`src/rtl/univ_shift_reg.sv`:
```
// Universal shift register: hold / single shift / parallel load / counted burst shift.
// Optional rotate fill enabled by defining UNIV_SHIFT_ROTATE_EN (adds input rot).
module univ_shift_reg #(
  parameter int WIDTH = 8,
  parameter int CNT_W = 4
) (
  input  logic             clk,
  input  logic             rst,
  input  logic [1:0]       mode,
  input  logic             left,
  input  logic             in,
  input  logic [WIDTH-1:0] d,
  input  logic [CNT_W-1:0] n,
`ifdef UNIV_SHIFT_ROTATE_EN
  input  logic             rot,
`endif
  output logic [WIDTH-1:0] q,
  output logic             so,
  output logic             busy,
  output logic             done
);

  typedef enum logic {IDLE, BURST} state_t;

  state_t           state_q, state_d;
  logic [WIDTH-1:0] q_q, q_d;
  logic [CNT_W-1:0] cnt_q, cnt_d;
  logic             dir_q, dir_d;
  logic             done_q, done_d;

  logic             sh_dir, sh_fill;
  logic [WIDTH-1:0] sh_val;

  // Shift datapath is shared: burst uses the latched direction, idle uses the live one.
  always_comb begin
    sh_dir = (state_q == BURST) ? dir_q : left;
`ifdef UNIV_SHIFT_ROTATE_EN
    sh_fill = rot ? (sh_dir ? q_q[WIDTH-1] : q_q[0]) : in;
`else
    sh_fill = in;
`endif
    sh_val = sh_dir ? {q_q[WIDTH-2:0], sh_fill} : {sh_fill, q_q[WIDTH-1:1]};
  end

  always_comb begin
    state_d = state_q;
    q_d     = q_q;
    cnt_d   = cnt_q;
    dir_d   = dir_q;
    done_d  = 1'b0;
    case (state_q)
      IDLE: begin
        case (mode)
          2'b01: q_d = sh_val;
          2'b10: q_d = d;
          2'b11: begin
            if (n == '0) begin
              done_d = 1'b1;
            end else begin
              cnt_d   = n;
              dir_d   = left;
              state_d = BURST;
            end
          end
          default: ;
        endcase
      end
      BURST: begin
        q_d   = sh_val;
        cnt_d = cnt_q - CNT_W'(1);
        if (cnt_q == CNT_W'(1)) begin
          state_d = IDLE;
          done_d  = 1'b1;
        end
      end
      default: state_d = IDLE;
    endcase
  end

  always_ff @(posedge clk) begin
    if (rst) begin
      state_q <= IDLE;
      q_q     <= '0;
      cnt_q   <= '0;
      dir_q   <= 1'b0;
      done_q  <= 1'b0;
    end else begin
      state_q <= state_d;
      q_q     <= q_d;
      cnt_q   <= cnt_d;
      dir_q   <= dir_d;
      done_q  <= done_d;
    end
  end

  assign q    = q_q;
  assign so   = left ? q_q[WIDTH-1] : q_q[0];
  assign busy = (state_q == BURST);
  assign done = done_q;

endmodule

```
`config.mk`:
```
export PLATFORM = sky130hd
export DESIGN_NAME = univ_shift_reg
export DESIGN_NICKNAME = d
export VERILOG_FILES = /design/src/rtl/univ_shift_reg.sv
export SDC_FILE = /design/constraint.sdc
export NUM_CORES = 1
export LEC_CHECK = 0
export ABC_AREA = 0
export CAP_MARGIN = 20
export CORE_MARGIN = 10
export CORE_UTILIZATION = 47
export CTS_CLUSTER_SIZE = 28
export DETAILED_ROUTE_END_ITERATION = 7
export GPL_TIMING_DRIVEN = 0
export MAX_ROUTING_LAYER = met4
export PLACE_DENSITY = 0.87
export REMOVE_ABC_BUFFERS = 1
export SKIP_LAST_GASP = 1
export SLEW_MARGIN = 5
export SYNTH_ARGS = -nofsm -noshare
export SYNTH_HDL_FRONTEND = slang
export SYNTH_SLANG_ARGS = --single-unit
```
`constraint.sdc`:
```
create_clock -name clk -period 3.97 [get_ports clk]
set_input_delay 0.794 -clock clk [delete_from_list [all_inputs] [get_ports clk]]
set_output_delay 0.794 -clock clk [all_outputs]
set_load 0.005 [all_outputs]
```
==> results by stage, run 1 <==
Routing:
- The length of the first detailed-routing pass in iterations is 4.
- The routed design has 2700 µm of wire.
- After detailed routing, the average wire length per cell comes to 15.9 µm.
- The overall via count from detail_route is 1003.
- The via-per-instance ratio is 5.90.
- The DRC violations left is 0.
- The initial detailed-routing violation count is 46.
- Once detail routing completed, the nets flagged for antenna violations numbered 0.

Synthesis:
- After synthesis, the most frequently instantiated cells are sky130_fd_sc_hd__dfxtp_1, sky130_fd_sc_hd__a21oi_1, sky130_fd_sc_hd__nor2_1.
- In the synthesized netlist the async set-or-reset flop fraction comes to 0%.
- The number of different library cells in the post-synthesis netlist is 36.
- Ranked by total cell area, the synthesized netlist is headed by sky130_fd_sc_hd__dfxtp_1, sky130_fd_sc_hd__a21o_1, sky130_fd_sc_hd__a311oi_1.
- The most common cell in the synthesized netlist is sky130_fd_sc_hd__dfxtp_1.
- The most common flop cell mapped by yosys is sky130_fd_sc_hd__dfxtp_1.
- Sequential elements use 30.5% of the synthesized area.
- Of the post-synthesis cell area, the dominant cell type holds 30.5%.
- sky130_fd_sc_hd__dfxtp_1 takes more of the synthesized area than any other cell.
- The number of warning messages in the yosys log is 0.
- The synthesized design contains 0 enable-type register cells.
- Counting every instance in the synthesized netlist gives 118.
- After synthesis the cells add up to 986 µm².
- In this run the mean area of a mapped cell was 8.36 µm².
- The synthesized design contains 15 register bits.

Global routing:
- The global-route usage over all layers is 12.8%.
- The wire length of the first global-routing pass is 4400 µm.
- After global routing the overflow that remains totals 0.
- The largest net degree at the start of global routing is 28.
- The number of antenna violations at the first check in global routing is 0.
- The number of global-route vias before repair is 931.

Place:
- The congestion estimate from routability-driven global placement came to 0.845.
- Port buffering added 28 buffers.
- After legalization and detailed placement, the total HPWL measured 1990 µm.
- Prior to clock tree synthesis, the placed netlist has a worst setup slack of 0.792 ns.

Clocking:
- TritonCTS built the clock tree.
- After clock tree synthesis, the clock-pin slew on the worst setup and hold paths is 0.09 ns.
- The number of buffers added by the clock tree synthesis step is 3.
- The total of cells resized after clock tree synthesis is 0.
- The tree built by TritonCTS fans out to 15 sinks.
- For the worst-skew pair, the clock arrives at the later sink with an insertion delay of 0.28 ns.
- Hold repair after CTS inserted 0 buffers.
- The setup fix buffers added after clock tree synthesis is 0.
- In this run the number of H-tree levels came out at 1.
- In this run the deepest clock path goes through 2 buffers.
- The master cell of the clock root buffer is sky130_fd_sc_hd__clkbuf_4.

Critical path:
- The beginning of the worst register-to-register path is busy.
- Of all nets on the critical path, the largest fanout is 11.
- The data arrival at the endpoint of the critical path is 2.39 ns.
- The data required time of the worst path is 3.18 ns.
- STA classifies the critical path endpoint as an output pin.
- The origin of the worst setup path is left.
- The critical path is of the in -> out type.
- The launching element type of the critical path is an input port.

Floorplanning:
- The die is 65.8 µm wide.
- The die area is 4330 µm².
- In this run the vertical extent of the chip is 65.8 µm.
- The count of standard-cell rows is 16.
- The initial cell density of the core is 49.7%.
- The placeable core area is 1980 µm².
- For this design the top-level I/O count stands at 29.

STA:
- The routed design could run at a clock period as short as 3.19 ns.
- The timing-limited maximum frequency is 314 MHz.
- The total negative setup slack is 0 ns.
- The final hold violation count is 0.
- After layout, the worst path uses 80.2% of the clock period.
- The transition time at the pin with the least slew margin is 0.854 ns.
- The worst setup skew after layout is 0.00297 ns.
- Setup repair after global routing left no endpoint under its margin.
- Setup violations remaining at the end of the flow were counted as 0.
- The worst pin sits at a relative slew slack of 43.0%.
- The number of pins with negative max-slew slack in the final report is 0.
- In the post-route analysis, the smallest setup slack over all paths is 0.785 ns.

Finish:
- Compared with the post-synthesis result, the final layout area differs by 30.5%.
- At the end of the flow, the number of nets in the layout was 166.
- The number of antenna diodes in the final layout is 0.
- The post-route core utilization is 64.9%.
- In the final layout, the share of cells above drive strength 1 is 6.29%.

Worst hold path:
- In this run the worst hold path is classified as reg -> reg.
- The startpoint identified for the worst hold timing path is cnt_q[3].

Run status:
- The flow ran to the end, and the final reports show no timing, DRC or antenna violations.

Power:
- In this run the static leakage power is 0.465 nW.
- For this design the ratio of total power to cell area is 315 nW/µm².
- The maximum vdd ir drop is 210 µV.

Flow run:
- Across the run, the number of max-cap violations was 0.
[cells by family after synthesis]
group | after synthesis | synth area share, %
flip-flops | 15 | 30.5
buffers and inverters | 11 | 5.58
AND/OR/NAND/NOR | 36 | 20.3
AO/OA/AOI/OAI | 48 | 34.1
multiplexers | 4 | 4.44
adder cells (fa/ha/maj) | 4 | 5.08
[path summary, 6_finish.rpt]
| path | slack [ns] | depth (start not counted) | endpoint |
|---|---|---|---|
| max | 0.78 | 3 | so |
| min | 0.54 | 2 | cnt_q[3] |
| max reg2reg | 2.17 | 3 | q[1] |
| min reg2reg | 0.54 | 2 | cnt_q[3] |
[layout by cell type (no fill, tap or decap), types with 3 or more instances in the layout]
cell,n
sky130_fd_sc_hd__a211oi_1,5
sky130_fd_sc_hd__inv_1,4
sky130_fd_sc_hd__o211ai_1,3
sky130_fd_sc_hd__nand3b_1,5
sky130_fd_sc_hd__nor2_1,9
sky130_fd_sc_hd__mux2_2,3
sky130_fd_sc_hd__ha_1,4
sky130_fd_sc_hd__dfxtp_1,15
sky130_fd_sc_hd__clkdlybuf4s50_1,28
sky130_fd_sc_hd__nand2_1,8
sky130_fd_sc_hd__a21oi_1,10
sky130_fd_sc_hd__a311oi_1,6
sky130_fd_sc_hd__nand2b_1,4
sky130_fd_sc_hd__clkbuf_4,3
sky130_fd_sc_hd__a21o_1,7
sky130_fd_sc_hd__o21ai_0,7
[routing by layer]
layer | wire, µm | GRT usage (%) | vias to the layer above
li1 | - | - | 496
met1 | 1220 | 15.6 | 472
met2 | 1350 | 21.1 | 33
met3 | 110 | 0.678 | 2
met4 | 25 | 5.61 | 0
met5 | 0 | - | -
[area by class of cell]
class,count,area [µm²]
timing repair buffer,28,280
fill,163,696
clock buffer,4,26.3
inverter,4,15.0
multi-input combinational,92,631
tap,27,33.8
sequential,15,300
[metrics by stage]
| stage | instance area [µm²] | hold slack (ns) | power (mW) | instances |
|---|---|---|---|---|
| after CTS | 1290 | 0.535 | 0.407 | 170 |
| after detailed placement | 1260 | 0.520 | 0.319 | 166 |
| final | 1290 | 0.535 | 0.405 | 170 |
| after global placement | 1260 | 0.510 | 0.314 | 166 |
| after global routing | 1290 | 0.562 | 0.427 | 170 |
| after floorplan | 946 | 0.476 | 0.253 | 111 |
[flip-flops by register name, indices dropped and copies added, names as in the netlist]
signal	flops
busy	1
cnt_q	4
dir_q	1
done	1
q	8
[power by group]
| group | switching (mW) | internal, mW |
|---|---|---|
| combinational | 0.0532 | 0.0740 |
| clock | 0.0499 | 0.0390 |
| sequential | 0.0226 | 0.166 |
[worst max-delay path, stage by stage]
cell,delay (ns)
sky130_fd_sc_hd__clkdlybuf4s50_1,0.74
sky130_fd_sc_hd__mux2_2,0.40
sky130_fd_sc_hd__clkdlybuf4s50_1,0.45
No activity file was read; power rests on OpenSTA's default activity.
==> inputs of run 2 (changes only) <==
Settings changed: CORE_UTILIZATION 47 to 46, PLACE_DENSITY 0.87 to 0.85.
Clock period 3.97 ns to 3.2 ns, I/O delays scaled along.
==> results by stage, run 2 (synthesis results as in run 1) <==
Run status:
- The run finished with clean final reports.

Floorplanning:
- The die height is 66.3 µm.
- The die span in x is 66.3 µm.
- The floorplan has 16 rows.
- For this configuration, the core starts out at a cell density of 49.3%.
- The number of top-level pins is 29.
- The die area is 4400 µm².
- The placeable core area is 2000 µm².

Finish:
- The number of diodes added for antenna fixing is 0.
- At the end of the flow, the number of nets in the layout was 166.
- Leaving out fill and tap cells, the most frequent cell in the layout is sky130_fd_sc_hd__clkdlybuf4s50_1.
- The share of layout cells above drive strength 1 is 6.99%.
- The post-synthesis to final-layout area growth is 30.6%.
- After filler insertion, the fill cell instance count of the layout stands at 194.
- The top cell types in the final layout, fill and taps aside, are sky130_fd_sc_hd__clkdlybuf4s50_1, sky130_fd_sc_hd__dfxtp_1, sky130_fd_sc_hd__a21oi_1.
- The register with the most flip-flops in the layout has 8 of them.

Power:
- For this design the static power due to leakage is 0.467 nW.
- The final total power is 0.501 mW.
- The cell-internal power is 0.344 mW.
- The share of total power dissipated in combinational logic is 30.9%.
- Of the total power, registers draw 46.8%.
- The switching fraction of total power is 31.2%.
- The power per cell area is 389 nW/µm².
- The clock network fraction of total power is 22.3%.
- Across the VDD grid, the largest voltage drop is 325 µV.
- The switching power total is 0.156 mW.

Clocking:
- The clock tree from TritonCTS is yes.
- The maximum root-to-sink buffer count is 2.
- In this run the number of H-tree levels came out at 1.
- The total of cells resized after clock tree synthesis is 0.
- In this run, CTS created clock tree buffers numbering 3.
- The setup fix buffers added after clock tree synthesis is 0.
- The number of clock sinks is 15.
- After clock tree synthesis, the clock-pin slew on the worst setup and hold paths is 0.10 ns.
- The number of buffers added to fix hold violations after cts is 0.
- The later-pin clock latency in the skew report is 0.28 ns.
- The master cell of the clock root buffer is sky130_fd_sc_hd__clkbuf_4.

Global routing:
- The largest net degree at the start of global routing is 28.
- The global-route usage over all layers is 12.1%.
- The number of antenna violations at the first check in global routing came to 0.
- The number of global-route vias before repair is 954.
- The wire length of the first global-routing pass is 4250 µm.
- The overall overflow remaining after global route is 0.

Worst hold path:
- The launch point of the worst hold path is q[4].
- The min-delay analysis places its worst path in the category reg -> reg.

STA:
- The timing-limited maximum frequency is 348 MHz.
- After layout, the worst path uses 89.7% of the clock period.
- The setup slack of the critical path after layout is 0.330 ns.
- The clock arrives with 0.00108 ns of skew.
- Setup repair after global routing left no endpoint under its margin.
- For the pin with the worst max-slew slack, the measured transition is 0.839 ns.
- Setup violations remaining at the end of the flow were counted as 0.
- The final hold violation count is 0.
- The relative slew slack is 44.0%.
- The number of pins with negative max-slew slack in the final report is 0.
- After routing, the total negative slack on setup checks comes to 0 ns.
- The worst path needs 2.87 ns of the cycle, external delays included.

Critical path:
- The most used cell along the critical path is sky130_fd_sc_hd__clkdlybuf4s50_1.
- The slowest stage of the critical path belongs to the cell sky130_fd_sc_hd__clkdlybuf4s50_1.
- In this run the critical register-to-register path is launched from busy.
- Of all nets on the critical path, the largest fanout is 11.
- The critical path starts at left.
- In this run the critical register-to-register path is captured at cnt_q[3].
- STA classifies the critical path endpoint as an output pin.
- The launching element type of the critical path is an input port.
- The data required time of the worst path is 2.56 ns.
- The worst reg-to-reg path cell count is 3.
- The end point of the critical path is so.
- For flop-to-flop paths, the worst setup slack is 1.43 ns.
- The data arrival at the endpoint of the critical path is 2.23 ns.
- The signal on the critical path passes through clkdlybuf4s50_1 > mux2_2 > clkdlybuf4s50_1.
- The worst setup path is of the in -> out kind.
- The longest individual stage delay on the worst path is 0.75 ns.

Routing:
- The routed design has 2490 µm of wire.
- The length of the first detailed-routing pass in iterations is 4.
- Dividing the detail-routed via count by the number of cells gives 5.86.
- The post-detailed-route wirelength per cell is 14.6 µm.
- The DRC violations left is 0.
- The detail route stage leaves a number of antenna-violating nets equal to 0.
- The detailed router placed 996 vias in this run.
- The initial detailed-routing violation count is 50.

Place:
- The count of input and output buffers is 28.
- The worst setup slack after placement is 0.333 ns.
- The global placer's final weighted congestion is 0.863.
- Summed over all nets, the half-perimeter wirelength after detailed placement is 1840 µm.

Flow run:
- The tool flagged a number of max-cap violations equal to 0.
## run 2: cell types whose count changed in the layout (fill, tap and decap cells not counted), sizes merged
cell,previous run,this run
clkinv,0,1
clkbuf,4,3
## run 2: worst min-delay path by stage
stage	end	slack [ns]	cells after the start
CTS	q[5]	0.53	2
global route	cnt_q[3]	0.56	2
floorplan	cnt_q[0]	0.48	1
detailed placement	q[5]	0.52	2
global placement	q[5]	0.51	2
finish	q[5]	0.53	2
## run 2: worst max-delay path: cells and delay by family
kind / cells / cell delay [ns]
mux: 1 / 0.39
buf+inv: 2 / 1.20
## run 2: per-layer routing
layer | vias up | track usage [%] | routed length [µm]
met2 | 26 | 18.2 | 1160
met5 | - | - | 0
met4 | 0 | 5.76 | 45
met3 | 4 | 2.54 | 147
li1 | 498 | - | -
met1 | 468 | 14.8 | 1130
## run 2: per-stage QoR
stage,hold slack (ns),cell area (µm²),util (%),cells
floorplan,0.476,946,-,111
global placement,0.510,1260,62.9,166
detailed placement,0.521,1260,62.9,166
CTS,0.535,1290,64.3,170
global route,0.560,1290,64.3,170
finish,0.533,1290,64.3,170
## run 2: layout make-up
type                    count  area, µm²  area share [%]
clock inverters             1       5.00           0.389
well taps                  27       33.8            2.62
multi-input cells          92        631            49.0
inverters                   4       15.0            1.17
flip-flops and latches     15        300            23.3
clock buffers               3       22.5            1.75
repair buffers             28        280            21.8
## run 2: power by group through the flow
stage	clock (mW)	combinational [mW]	sequential, mW
after floorplan	0	0.0815	0.233
after global placement	0	0.152	0.237
after global routing	0.123	0.173	0.239
after detailed placement	0	0.155	0.238
final	0.112	0.155	0.234
after CTS	0.110	0.156	0.234
==> inputs of run 3 (changes only) <==
Settings changed: SKIP_CTS_REPAIR_TIMING set to 1.
==> results of run 3 <==
No change in the layout: final DEF, timing and power equal those of run 2.
